<file path="src/rtl/uart_pkg.sv">
// Shared UART definitions: feeder FSM states, launch pulse length and the
// frame-period helper used by both the transmit feeder and the receive side.
package uart_pkg;

  typedef enum logic [1:0] {
    IDLE  = 2'd0,
    PULSE = 2'd1,
    WAIT  = 2'd2
  } feeder_state_t;

  // tx_en high time in sys_clk cycles
  localparam int PULSE_LEN = 2;

  // width of the launch/frame counter
  localparam int CNT_W = 24;

  // worst-case frame period: 16 bit-times of FREQ/BPS cycles each
  function automatic int frame_cycles(input int freq, input int bps);
    return 16 * (freq / bps);
  endfunction

endpackage

</file>
<file path="src/rtl/uart_tx_feeder_if.sv">
// Valid/ready byte write port into the transmit feeder.
interface uart_tx_feeder_if;

  logic [7:0] wr_data;
  logic       wr_valid;
  logic       wr_ready;

  modport master (
    output wr_data,
    output wr_valid,
    input  wr_ready
  );

  modport slave (
    input  wr_data,
    input  wr_valid,
    output wr_ready
  );

endinterface

</file>
<file path="src/rtl/uart_tx_feeder_sync_fifo.sv">
// Single-clock FIFO with occupancy counter. Full/empty come from the
// registered level, so they carry no combinational path from push/pop.
// The head entry is visible combinationally for the consumer to capture.
module sync_fifo #(
  parameter int WIDTH  = 8,
  parameter int DEPTH  = 16,
  parameter int ADDR_W = $clog2(DEPTH)
) (
  input  logic              clk,
  input  logic              rst_n,
  input  logic              push,
  input  logic [WIDTH-1:0]  push_data,
  input  logic              pop,
  output logic [WIDTH-1:0]  head,
  output logic              full,
  output logic              empty,
  output logic [ADDR_W:0]   level
);

  localparam logic [ADDR_W:0] FULL_LVL = (ADDR_W + 1)'(DEPTH);

  logic [WIDTH-1:0]  mem_r [DEPTH];
  logic [ADDR_W-1:0] wr_ptr_r;
  logic [ADDR_W-1:0] rd_ptr_r;
  logic [ADDR_W:0]   level_r;
  logic              push_ok_s;
  logic              pop_ok_s;

  // an overflowing push or underflowing pop is ignored rather than corrupting state
  assign push_ok_s = push & ~full;
  assign pop_ok_s  = pop & ~empty;

  assign full  = (level_r == FULL_LVL);
  assign empty = (level_r == {(ADDR_W + 1){1'b0}});
  assign level = level_r;
  assign head  = mem_r[rd_ptr_r];

  // storage write; contents need no reset because level gates every read
  always_ff @(posedge clk) begin
    if (push_ok_s) begin
      mem_r[wr_ptr_r] <= push_data;
    end
  end

  // pointers wrap modulo DEPTH; level tracks occupancy, unchanged on push+pop
  always_ff @(posedge clk or negedge rst_n) begin
    if (!rst_n) begin
      wr_ptr_r <= {ADDR_W{1'b0}};
      rd_ptr_r <= {ADDR_W{1'b0}};
      level_r  <= {(ADDR_W + 1){1'b0}};
    end else begin
      if (push_ok_s) begin
        wr_ptr_r <= wr_ptr_r + {{(ADDR_W - 1){1'b0}}, 1'b1};
      end
      if (pop_ok_s) begin
        rd_ptr_r <= rd_ptr_r + {{(ADDR_W - 1){1'b0}}, 1'b1};
      end
      case ({push_ok_s, pop_ok_s})
        2'b10:   level_r <= level_r + {{ADDR_W{1'b0}}, 1'b1};
        2'b01:   level_r <= level_r - {{ADDR_W{1'b0}}, 1'b1};
        default: level_r <= level_r;
      endcase
    end
  end

endmodule

</file>
<file path="src/rtl/uart_tx_feeder.sv">
// Byte-buffering, rate-pacing front end for the UART transmitter. Bytes are
// queued in a FIFO and launched one at a time with a PULSE_LEN-cycle tx_en
// strobe; launches are spaced FRAME_CYCLES+1 cycles apart so the transmitter
// always completes a frame before the next byte arrives.
module uart_tx_feeder
  import uart_pkg::*;
#(
  parameter int BPS    = 9600,
  parameter int FREQ   = 50000000,
  parameter int DEPTH  = 16,
  parameter int ADDR_W = $clog2(DEPTH)
) (
  input  logic              sys_clk,
  input  logic              sys_rst_n,
  uart_tx_feeder_if.slave   wr,
  output logic [7:0]        uart_din,
  output logic              tx_en,
  output logic              busy,
  output logic [ADDR_W:0]   level
);

  localparam int FRAME_CYCLES = frame_cycles(FREQ, BPS);
  localparam logic [CNT_W-1:0] PULSE_END = CNT_W'(PULSE_LEN);
  localparam logic [CNT_W-1:0] FRAME_END = CNT_W'(FRAME_CYCLES);
  localparam logic [CNT_W-1:0] CNT_ONE   = CNT_W'(1);

  if (FRAME_CYCLES >= 32'h0100_0000) begin : g_frame_too_long
    $error("uart_tx_feeder: frame period does not fit the 24-bit wait counter");
  end
  if (DEPTH < 2 || (DEPTH & (DEPTH - 1)) != 0) begin : g_bad_depth
    $error("uart_tx_feeder: DEPTH must be a power of two and at least 2");
  end

  feeder_state_t    state_r, state_n;
  logic [CNT_W-1:0] cnt_r, cnt_n;
  logic             tx_en_r, tx_en_n;
  logic [7:0]       din_r, din_n;
  logic             pop_s;
  logic             push_s;
  logic             full_s;
  logic             empty_s;
  logic [7:0]       head_s;

  assign push_s      = wr.wr_valid & ~full_s;
  assign wr.wr_ready = ~full_s;
  assign uart_din    = din_r;
  assign tx_en       = tx_en_r;
  assign busy        = (state_r != IDLE) | ~empty_s;

  sync_fifo #(
    .WIDTH  (8),
    .DEPTH  (DEPTH),
    .ADDR_W (ADDR_W)
  ) u_fifo (
    .clk       (sys_clk),
    .rst_n     (sys_rst_n),
    .push      (push_s),
    .push_data (wr.wr_data),
    .pop       (pop_s),
    .head      (head_s),
    .full      (full_s),
    .empty     (empty_s),
    .level     (level)
  );

  // FSM state, pacing counter and the registered transmitter outputs
  always_ff @(posedge sys_clk or negedge sys_rst_n) begin
    if (!sys_rst_n) begin
      state_r <= IDLE;
      cnt_r   <= {CNT_W{1'b0}};
      tx_en_r <= 1'b0;
      din_r   <= 8'h00;
    end else begin
      state_r <= state_n;
      cnt_r   <= cnt_n;
      tx_en_r <= tx_en_n;
      din_r   <= din_n;
    end
  end

  // launch from IDLE, hold the strobe for PULSE_LEN cycles, then pace out the frame
  always_comb begin
    state_n = state_r;
    cnt_n   = cnt_r;
    tx_en_n = tx_en_r;
    din_n   = din_r;
    pop_s   = 1'b0;
    case (state_r)
      IDLE: begin
        if (!empty_s) begin
          pop_s   = 1'b1;
          din_n   = head_s;
          tx_en_n = 1'b1;
          cnt_n   = CNT_ONE;
          state_n = PULSE;
        end else begin
          tx_en_n = 1'b0;
        end
      end
      PULSE: begin
        cnt_n = cnt_r + CNT_ONE;
        if (cnt_r == PULSE_END) begin
          tx_en_n = 1'b0;
          state_n = WAIT;
        end else begin
          tx_en_n = 1'b1;
        end
      end
      WAIT: begin
        tx_en_n = 1'b0;
        // PULSE and WAIT together occupy exactly FRAME_CYCLES cycles
        if (cnt_r == FRAME_END) begin
          state_n = IDLE;
        end else begin
          cnt_n = cnt_r + CNT_ONE;
        end
      end
      default: begin
        state_n = IDLE;
        cnt_n   = {CNT_W{1'b0}};
        tx_en_n = 1'b0;
      end
    endcase
  end

endmodule
</file>
<file path="src/flat_wrapper.sv">
// flat-port wrapper written by rule: the top's interface ports become plain ports
module uart_tx_feeder_flat import uart_pkg::*;
#(
  parameter int BPS    = 9600,
  parameter int FREQ   = 50000000,
  parameter int DEPTH  = 16,
  parameter int ADDR_W = $clog2(DEPTH)
)
  (sys_clk, sys_rst_n, uart_din, tx_en, busy, level, wr_wr_data, wr_wr_valid, wr_wr_ready);
  uart_tx_feeder_if wr_i ();
  input  logic sys_clk;
  input  logic sys_rst_n;
  output logic [7:0] uart_din;
  output logic tx_en;
  output logic busy;
  output logic [ADDR_W:0] level;
  input wire logic [$bits(wr_i.wr_data)-1:0] wr_wr_data;
  input wire logic [$bits(wr_i.wr_valid)-1:0] wr_wr_valid;
  output wire logic [$bits(wr_i.wr_ready)-1:0] wr_wr_ready;
  assign wr_i.wr_data = wr_wr_data;
  assign wr_i.wr_valid = wr_wr_valid;
  assign wr_wr_ready = wr_i.wr_ready;
  uart_tx_feeder #(.BPS(BPS), .FREQ(FREQ), .DEPTH(DEPTH), .ADDR_W(ADDR_W)) u_core (.sys_clk(sys_clk), .sys_rst_n(sys_rst_n), .wr(wr_i), .uart_din(uart_din), .tx_en(tx_en), .busy(busy), .level(level));
endmodule
</file>
<file path="config.mk">
export PLATFORM = sky130hd
export DESIGN_NAME = uart_tx_feeder_flat
export DESIGN_NICKNAME = d
export VERILOG_FILES = /design/src/rtl/uart_pkg.sv /design/src/rtl/uart_tx_feeder_if.sv /design/src/rtl/uart_tx_feeder_sync_fifo.sv /design/src/rtl/uart_tx_feeder.sv /design/src/flat_wrapper.sv
export SDC_FILE = /design/constraint.sdc
export NUM_CORES = 1
export LEC_CHECK = 0
export ABC_AREA = 1
export CORE_ASPECT_RATIO = 1.4
export CORE_MARGIN = 2
export CORE_UTILIZATION = 43
export CTS_BUF_LIST = sky130_fd_sc_hd__clkbuf_4 sky130_fd_sc_hd__clkbuf_8
export CTS_CLUSTER_SIZE = 16
export DETAILED_ROUTE_END_ITERATION = 12
export MAX_ROUTING_LAYER = met4
export PLACE_DENSITY_LB_ADDON = 0.3
export SYNTH_ARGS = -nofsm -noshare
export SYNTH_HDL_FRONTEND = slang
export SYNTH_HIERARCHICAL = 1
export SYNTH_SLANG_ARGS = --single-unit
</file>
<file path="constraint.sdc">
create_clock -name sys_clk -period 2.4 [get_ports sys_clk]
set_input_delay 0.48 -clock sys_clk [delete_from_list [all_inputs] [get_ports sys_clk]]
set_output_delay 0.48 -clock sys_clk [all_outputs]
set_load 0.01 [all_outputs]
</file>
# ---- Word level (Yosys, flattened, before mapping)
# Memory sizes are Yosys's and may differ from the RTL's. A register that Yosys moved wholly into a read port is not among the register bits.
# Cells that the tools add are included.
# Widths: inputs -> output; s select.
dict set report word_totals {
  ff_bits 40
  mem_bits_rw 128
  inputBits 11
  output_inout_bits 16
  elab_cells 51
  n_memories 1
}
dict set report op_classes {
  add_sub_neg 5
  eq_ne 11
  mux 14
  bitwise 6
  reduce_logical 8
}
# memory depth width read_ports rd_clocked_by_memory_dff wr line_no
set mem_list {}
lappend mem_list {u_core.u_fifo.mem_r 16 8 1 1 1 uart_tx_feeder_sync_fifo.sv:22} ;# logic [WIDTH-1:0] mem_r [DEPTH];
# operator count
set op_table {}
lappend op_table {{$pmux 24 s3} 1}
lappend op_table {{$mux 24} 2}
lappend op_table {{$add 24x1->24 const B} 1}
lappend op_table {{$eq 24x17->1 const B} 1}
lappend op_table {{$eq 24x2->1 const B} 1}
lappend op_table {{$pmux 5 s2} 1}
lappend op_table {{$add 4x1->4 const B} 2}
lappend op_table {{$mux 2} 3}
lappend op_table {{$pmux 2 s3} 1}
lappend op_table {{$add 5x1->5 const B} 1}
lappend op_table {{$eq 5x5->1 const B} 1}
lappend op_table {{$logic_not 5->1} 1}
lappend op_table {{$mux 1} 5}
lappend op_table {{$sub 5x1->5 const B} 1}
lappend op_table {{$eq 2x1->1 const B} 2}
lappend op_table {{$eq 2x2->1 const B} 2}
lappend op_table {{$ne 2x1->1 const B} 2}
lappend op_table {{$ne 2x2->1 const B} 2}
lappend op_table {{$reduce_and 2->1} 2}
lappend op_table {{$reduce_bool 2->1} 2}
lappend op_table {{$and 1x1->1} 3}
lappend op_table {{$reduce_and 3->1} 1}
lappend op_table {{$logic_not 2->1} 1}
lappend op_table {{$not 1->1} 2}
lappend op_table {{other kinds (3)} 3}

# ---- Longest topological paths before layout
dict set report depth {
  word_depth 6
  depth_mapped 17
  mapped_depth_nobuf 17
}

# ---- Hierarchy
# The synthesis kept the hierarchy.
# mod n_inst cells_each area_each_um2 seq_area_each_um2
set by_module_without_submodules {}
lappend by_module_without_submodules {sync_fifo 1 621 6231.0 4169.0}
lappend by_module_without_submodules {uart_tx_feeder 1 351 2423.6 875.8}

# ---- Least setup slack after synthesis
# OpenSTA, ideal clock, no wires.
dict set report synth_path {
  path_kind {register to register}
  startpoint {register u_core.u_fifo.level_r[0], in the netlist u_core/u_fifo/level[0]}
  endpoint {register u_core.u_fifo.level_r[4], in the netlist u_core/u_fifo/level[4]}
  setup_ps 116
  t_arrival_ps 2298
  setup_slack_ps -14
  path_stages_with_launch 18
  n_path_buf 0
  period_less_slack_ps 2414
  cell_sequence {dfrtp_1 > inv_1 > nand4_1 > inv_1 > nor2_2 > nand2_1 > inv_1 > ha_1 > inv_1 > fa_1 > inv_1 > nand2_1 > nand2_1 > nand2_1 > nand2_1 > nand2_1 > nand2_1 > nand2_1}
}
dict set report synth_between {
  elab_chain_len 6
  word_cells_on_any_way 15
  cone_classes {2 x add/sub; 3 x eq/ne; 3 x mux; 5 x bitwise; 2 x reduce/logical}
}
# element line_no
set synth_lines {}
lappend synth_lines {{start, declared} uart_tx_feeder_sync_fifo.sv:25} ;# logic [ADDR_W:0] level_r;
lappend synth_lines {{start signal, assigned} uart_tx_feeder_sync_fifo.sv:50} ;# level_r <= {(ADDR_W + 1){1'b0}};
lappend synth_lines {{start signal, assigned} uart_tx_feeder_sync_fifo.sv:59} ;# 2'b10: level_r <= level_r + {{ADDR_W{1'b0}}, 1'b1};
lappend synth_lines {{start signal, assigned} uart_tx_feeder_sync_fifo.sv:60} ;# 2'b01: level_r <= level_r - {{ADDR_W{1'b0}}, 1'b1};
lappend synth_lines {{$logic_not 5->1 (*)} uart_tx_feeder_sync_fifo.sv:34} ;# assign empty = (level_r == {(ADDR_W + 1){1'b0}});
lappend synth_lines {{via u_core.empty_s} uart_tx_feeder.sv:41} ;# logic empty_s;
lappend synth_lines {{$mux 1 (*)} uart_tx_feeder.sv:90} ;# if (!empty_s) begin
lappend synth_lines {{$mux 1 (*)} uart_tx_feeder.sv:88} ;# case (state_r)
lappend synth_lines {{via u_core.pop_s} uart_tx_feeder.sv:38} ;# logic pop_s;
lappend synth_lines {{$and 1x1->1 (*)} uart_tx_feeder_sync_fifo.sv:31} ;# assign pop_ok_s = pop & ~empty;
lappend synth_lines {{via u_core.u_fifo.pop_ok_s} uart_tx_feeder_sync_fifo.sv:27} ;# logic pop_ok_s;
lappend synth_lines {{$eq 2x1->1 or $eq 2x2->1 (tied branches)} uart_tx_feeder_sync_fifo.sv:58} ;# case ({push_ok_s, pop_ok_s})
lappend synth_lines {{$pmux 5 s2 or $reduce_bool 2->1 (tied branches)} -}
# Mark *: on every way through the listed nets, which the timed path passes. The rest lies on a longest branch.
# A chain may end at the register's enable or synchronous reset.

# ---- Worst setup path after layout
dict set report layout_path {
  startpoint {register u_core.u_fifo.level_r[1], in the netlist u_core/u_fifo/level[1]}
  endpoint {output port wr_wr_ready}
}
dict set report layout_between {
  elab_chain_len 2
}
# element line_no
set layout_lines {}
lappend layout_lines {{$eq 5x5->1} uart_tx_feeder_sync_fifo.sv:33} ;# assign full = (level_r == FULL_LVL);
lappend layout_lines {{via u_core.full_s} uart_tx_feeder.sv:40} ;# logic full_s;
lappend layout_lines {{$not 1->1} uart_tx_feeder.sv:45} ;# assign wr.wr_ready = ~full_s;
lappend layout_lines {{end, declared} flat_wrapper.sv:19} ;# output wire logic [$bits(wr_i.wr_ready)-1:0] wr_wr_ready;
# The timed path passes the listed nets, and every way through them passes these cells.

==> results.sh <==
export IMPL_run_status="complete, no violations"
export IMPL_nNetsFinal=1058
export IMPL_rrSetupSlack_ps=260
export IMPL_setup_viol=0
export IMPL_post_place_ws_ps=1.41
export IMPL_finalHoldViolations=0
export IMPL_area_growth_synth_to_final_pct=13.0
export IMPL_path_clk_slew_ps=100
export IMPL_seq_area_frac_synth_pct=58.3
export IMPL_cts_sinks=176
export IMPL_use_met1_pct=23.6
export IMPL_rows=61
export IMPL_syn_area_per_cell_um2=8.90
export IMPL_multi_input_area_um2=3040
export IMPL_drv_cap=0
export IMPL_cp_end_kind="output pin"
export IMPL_stdcell_area_um2=9780
export IMPL_min_period_ps=2240
export IMPL_ioPinCount=27
export IMPL_place_area_um2=9400
export IMPL_die_width_um=124
export IMPL_start_kind="flip-flop"
export IMPL_ys_seq_elements=176
export IMPL_wl_mm=20.8
export IMPL_worst_pin_slew_ps=659
export IMPL_port_buffers=26
export IMPL_timing_fmax_mhz=447
export IMPL_hpwl_mm=14.5
export IMPL_clk_latency_ps=460
export IMPL_grt_util_met2_pct=37.4
export IMPL_netlist_top_cells_area="edfxtp_1 (44%), nand2_1 (15%), dfrtp_1 (14%), nor2_1 (5.0%), inv_1 (4.6%)"
export IMPL_diodes=0
export IMPL_grt_max_degree=82
export IMPL_cts_hold_buf=0
export IMPL_cp_required_ps=1920
export IMPL_grt_busiest_layer="met2"
export IMPL_r2r_start="u_core/u_fifo/level[4]$_DFFE_PN0P_"
export IMPL_endpoint="wr_wr_ready"
export IMPL_hold_path_class="input pin to async pin"
export IMPL_cts_buffers_inserted=17
export IMPL_design_core_area_um2=19800
export IMPL_arrival_ps=1760
export IMPL_ys_flop_type="edfxtp_1"
export IMPL_synth_enable_flop_cells=128
export IMPL_p_leak_uw=0.00436
export IMPL_final_common_cell="nand2_1"
export IMPL_antenna_left=0
export IMPL_viasPerCell=4.97
export IMPL_cts_tree="yes"
export IMPL_routedWlPerCell_um=16.1
export IMPL_slew_violations=0
export IMPL_grt_setup_unrepaired="false"
export IMPL_placed_cells=1262
export IMPL_die_height_um=172
export IMPL_setup_ws_ps=164
export IMPL_cts_root_buf="clkbuf_8"
export IMPL_fin_util_pct=49.3
export IMPL_gp_congestion=0.909
export IMPL_via_count=6430
export IMPL_drtIter0Drc=368
export IMPL_final_cell_mix="nand2_1 (354), edfxtp_1 (128), nor2_1 (115)"
export IMPL_r2r_end="u_core/u_fifo/mem_r[14][2]$_DFFE_PP_"
export IMPL_fin_skew_ps=14.6
export IMPL_reg2regPathDepth=10
export IMPL_drc=0
export IMPL_drive_gt1_share_pct=11.6
export IMPL_gr_usage_all_layers_pct=21.4
export IMPL_yosysWarnings=6
export IMPL_powerDensity_nw_per_um2=667
export IMPL_path_max_fanout=2
export IMPL_syn_area_um2=8650
export IMPL_fin_crit_sh_pct=93.1
export IMPL_antenna_found_initial=0
export IMPL_slew_headroom_pct=56.1
export IMPL_nFillCells=1893
export IMPL_syn_nets=1001
export IMPL_crit_start="u_core/u_fifo/level[1]$_DFFE_PN0P_"
export IMPL_yosysTopAreaCellShare_pct=44.4
export IMPL_yosys_area_top_type="edfxtp_1"
export IMPL_cts_max_level=4
export IMPL_initial_utilization_pct=43.6
export IMPL_grt_pass1_wl_mm=32.8
export IMPL_finalSetupTns_ps=0
export IMPL_path_class="flip-flop to output pin"
export IMPL_grt_use_met3_pct=3.83
export IMPL_ys_async_sr_fraction_pct=27.3
export IMPL_ir_drop_mv=0.456
export IMPL_regArea_um2=5050
export IMPL_netlist_instances=972
export IMPL_first_pass_iters=5
export IMPL_stdcell_count=1294
export IMPL_yosysUniqueCellTypes=36
export IMPL_grt_pass1_vias=6304
export IMPL_cts_buffer_depth=2
export IMPL_die_area_um2=21300
export IMPL_grt_overflow=0
cell families after synthesis:
| logic type | count (synthesis) | synth area share [%] |
|---|---|---|
| buffers and inverters | 142 | 6.92 |
| XOR/XNOR | 14 | 1.42 |
| AND/OR/NAND/NOR | 594 | 28.5 |
| flip-flops | 176 | 58.3 |
| AO/OA/AOI/OAI | 28 | 2.21 |
| adder cells (fa/ha/maj) | 18 | 2.69 |
Yosys cell counts, types with 2 or more instances:
| library cell | n |
|---|---|
| nand3_1 | 80 |
| nor3_1 | 8 |
| o21bai_1 | 2 |
| nor2_4 | 2 |
| xor2_1 | 10 |
| inv_1 | 107 |
| o21ai_2 | 12 |
| nand2_1 | 354 |
| nor2_2 | 6 |
| xnor2_1 | 4 |
| buf_6 | 5 |
| nor2_1 | 116 |
| buf_2 | 14 |
| edfxtp_1 | 128 |
| inv_2 | 4 |
| dfrtp_1 | 48 |
| nor4_1 | 2 |
| nand2_2 | 10 |
| buf_4 | 2 |
| buf_1 | 2 |
| clkbuf_1 | 5 |
| nand4_1 | 11 |
| o21ai_0 | 11 |
| ha_1 | 17 |
sequential cells by signal, summed over array words and instances (netlist names):
name,count
u_core/cnt_r,24
u_core/u_fifo/mem_r,128
u_core/u_fifo/rd_ptr_r,4
u_core/tx_en,1
u_core/u_fifo/level,5
u_core/state_r,2
u_core/uart_din,8
u_core/u_fifo/wr_ptr_r,4
how the worst min path moves through the flow:
| stage | depth (start not counted) | slack (ps) | to |
|---|---|---|---|
| 4_1_cts | 2 | 130 | u_core/cnt_r[14]$_DFFE_PN0P_ |
| 3_3_place_gp | 2 | 460 | u_core/uart_din[2]$_DFFE_PN0P_ |
| 5_1_grt | 2 | 170 | u_core/tx_en$_DFF_PN0_ |
| 6_report | 2 | 120 | u_core/cnt_r[6]$_DFFE_PN0P_ |
| 2_1_floorplan | 0 | 180 | u_core/cnt_r[0]$_DFFE_PN0P_ |
| 3_5_place_dp | 2 | 470 | u_core/uart_din[2]$_DFFE_PN0P_ |
cell type report:
type                            count  share of cell area, %
Sequential cell                   176                   51.6
Multi-Input combinational cell    654                   31.0
Tap cell                          252                   3.22
Clock inverter                     12                   1.04
Inverter                          114                   4.41
Clock buffer                       20                   2.62
Timing Repair Buffer               66                   6.09
power by group:
part           total, µW  internal, µW  switching [µW]
registers           3640          3530             103
clock network       1890           775            1120
logic                991           372             620
total               6520          4680            1840
metrics by stage:
stage	total power [µW]	hold WS, ps
after floorplan	4200	184
after global placement	4660	460
after detailed placement	4680	468
after CTS	6560	132
after global routing	6810	167
final	6520	121
repair_timing:
item                                    in CTS  in global routing
setup buffers                                0                  0
endpoints found under the setup margin       0                  3
gates resized for setup                      0                  9
routing by layer:
layer | vias up | wire [µm] | part of all wire, %
li1 | 3200 | - | -
met1 | 2997 | 8140 | 39
met5 | - | 0 | 0
met2 | 181 | 11000 | 53
met4 | 0 | 650 | 3.1
met3 | 52 | 978 | 4.7
critical path: stages, from the launching register on:
cell and delay (ps):
dfrtp_1 400, nor2_2 130, nand4_1 150, inv_1 100, inv_1 40, clkdlybuf4s50_1 460
(Power assumes the default switching activity.)
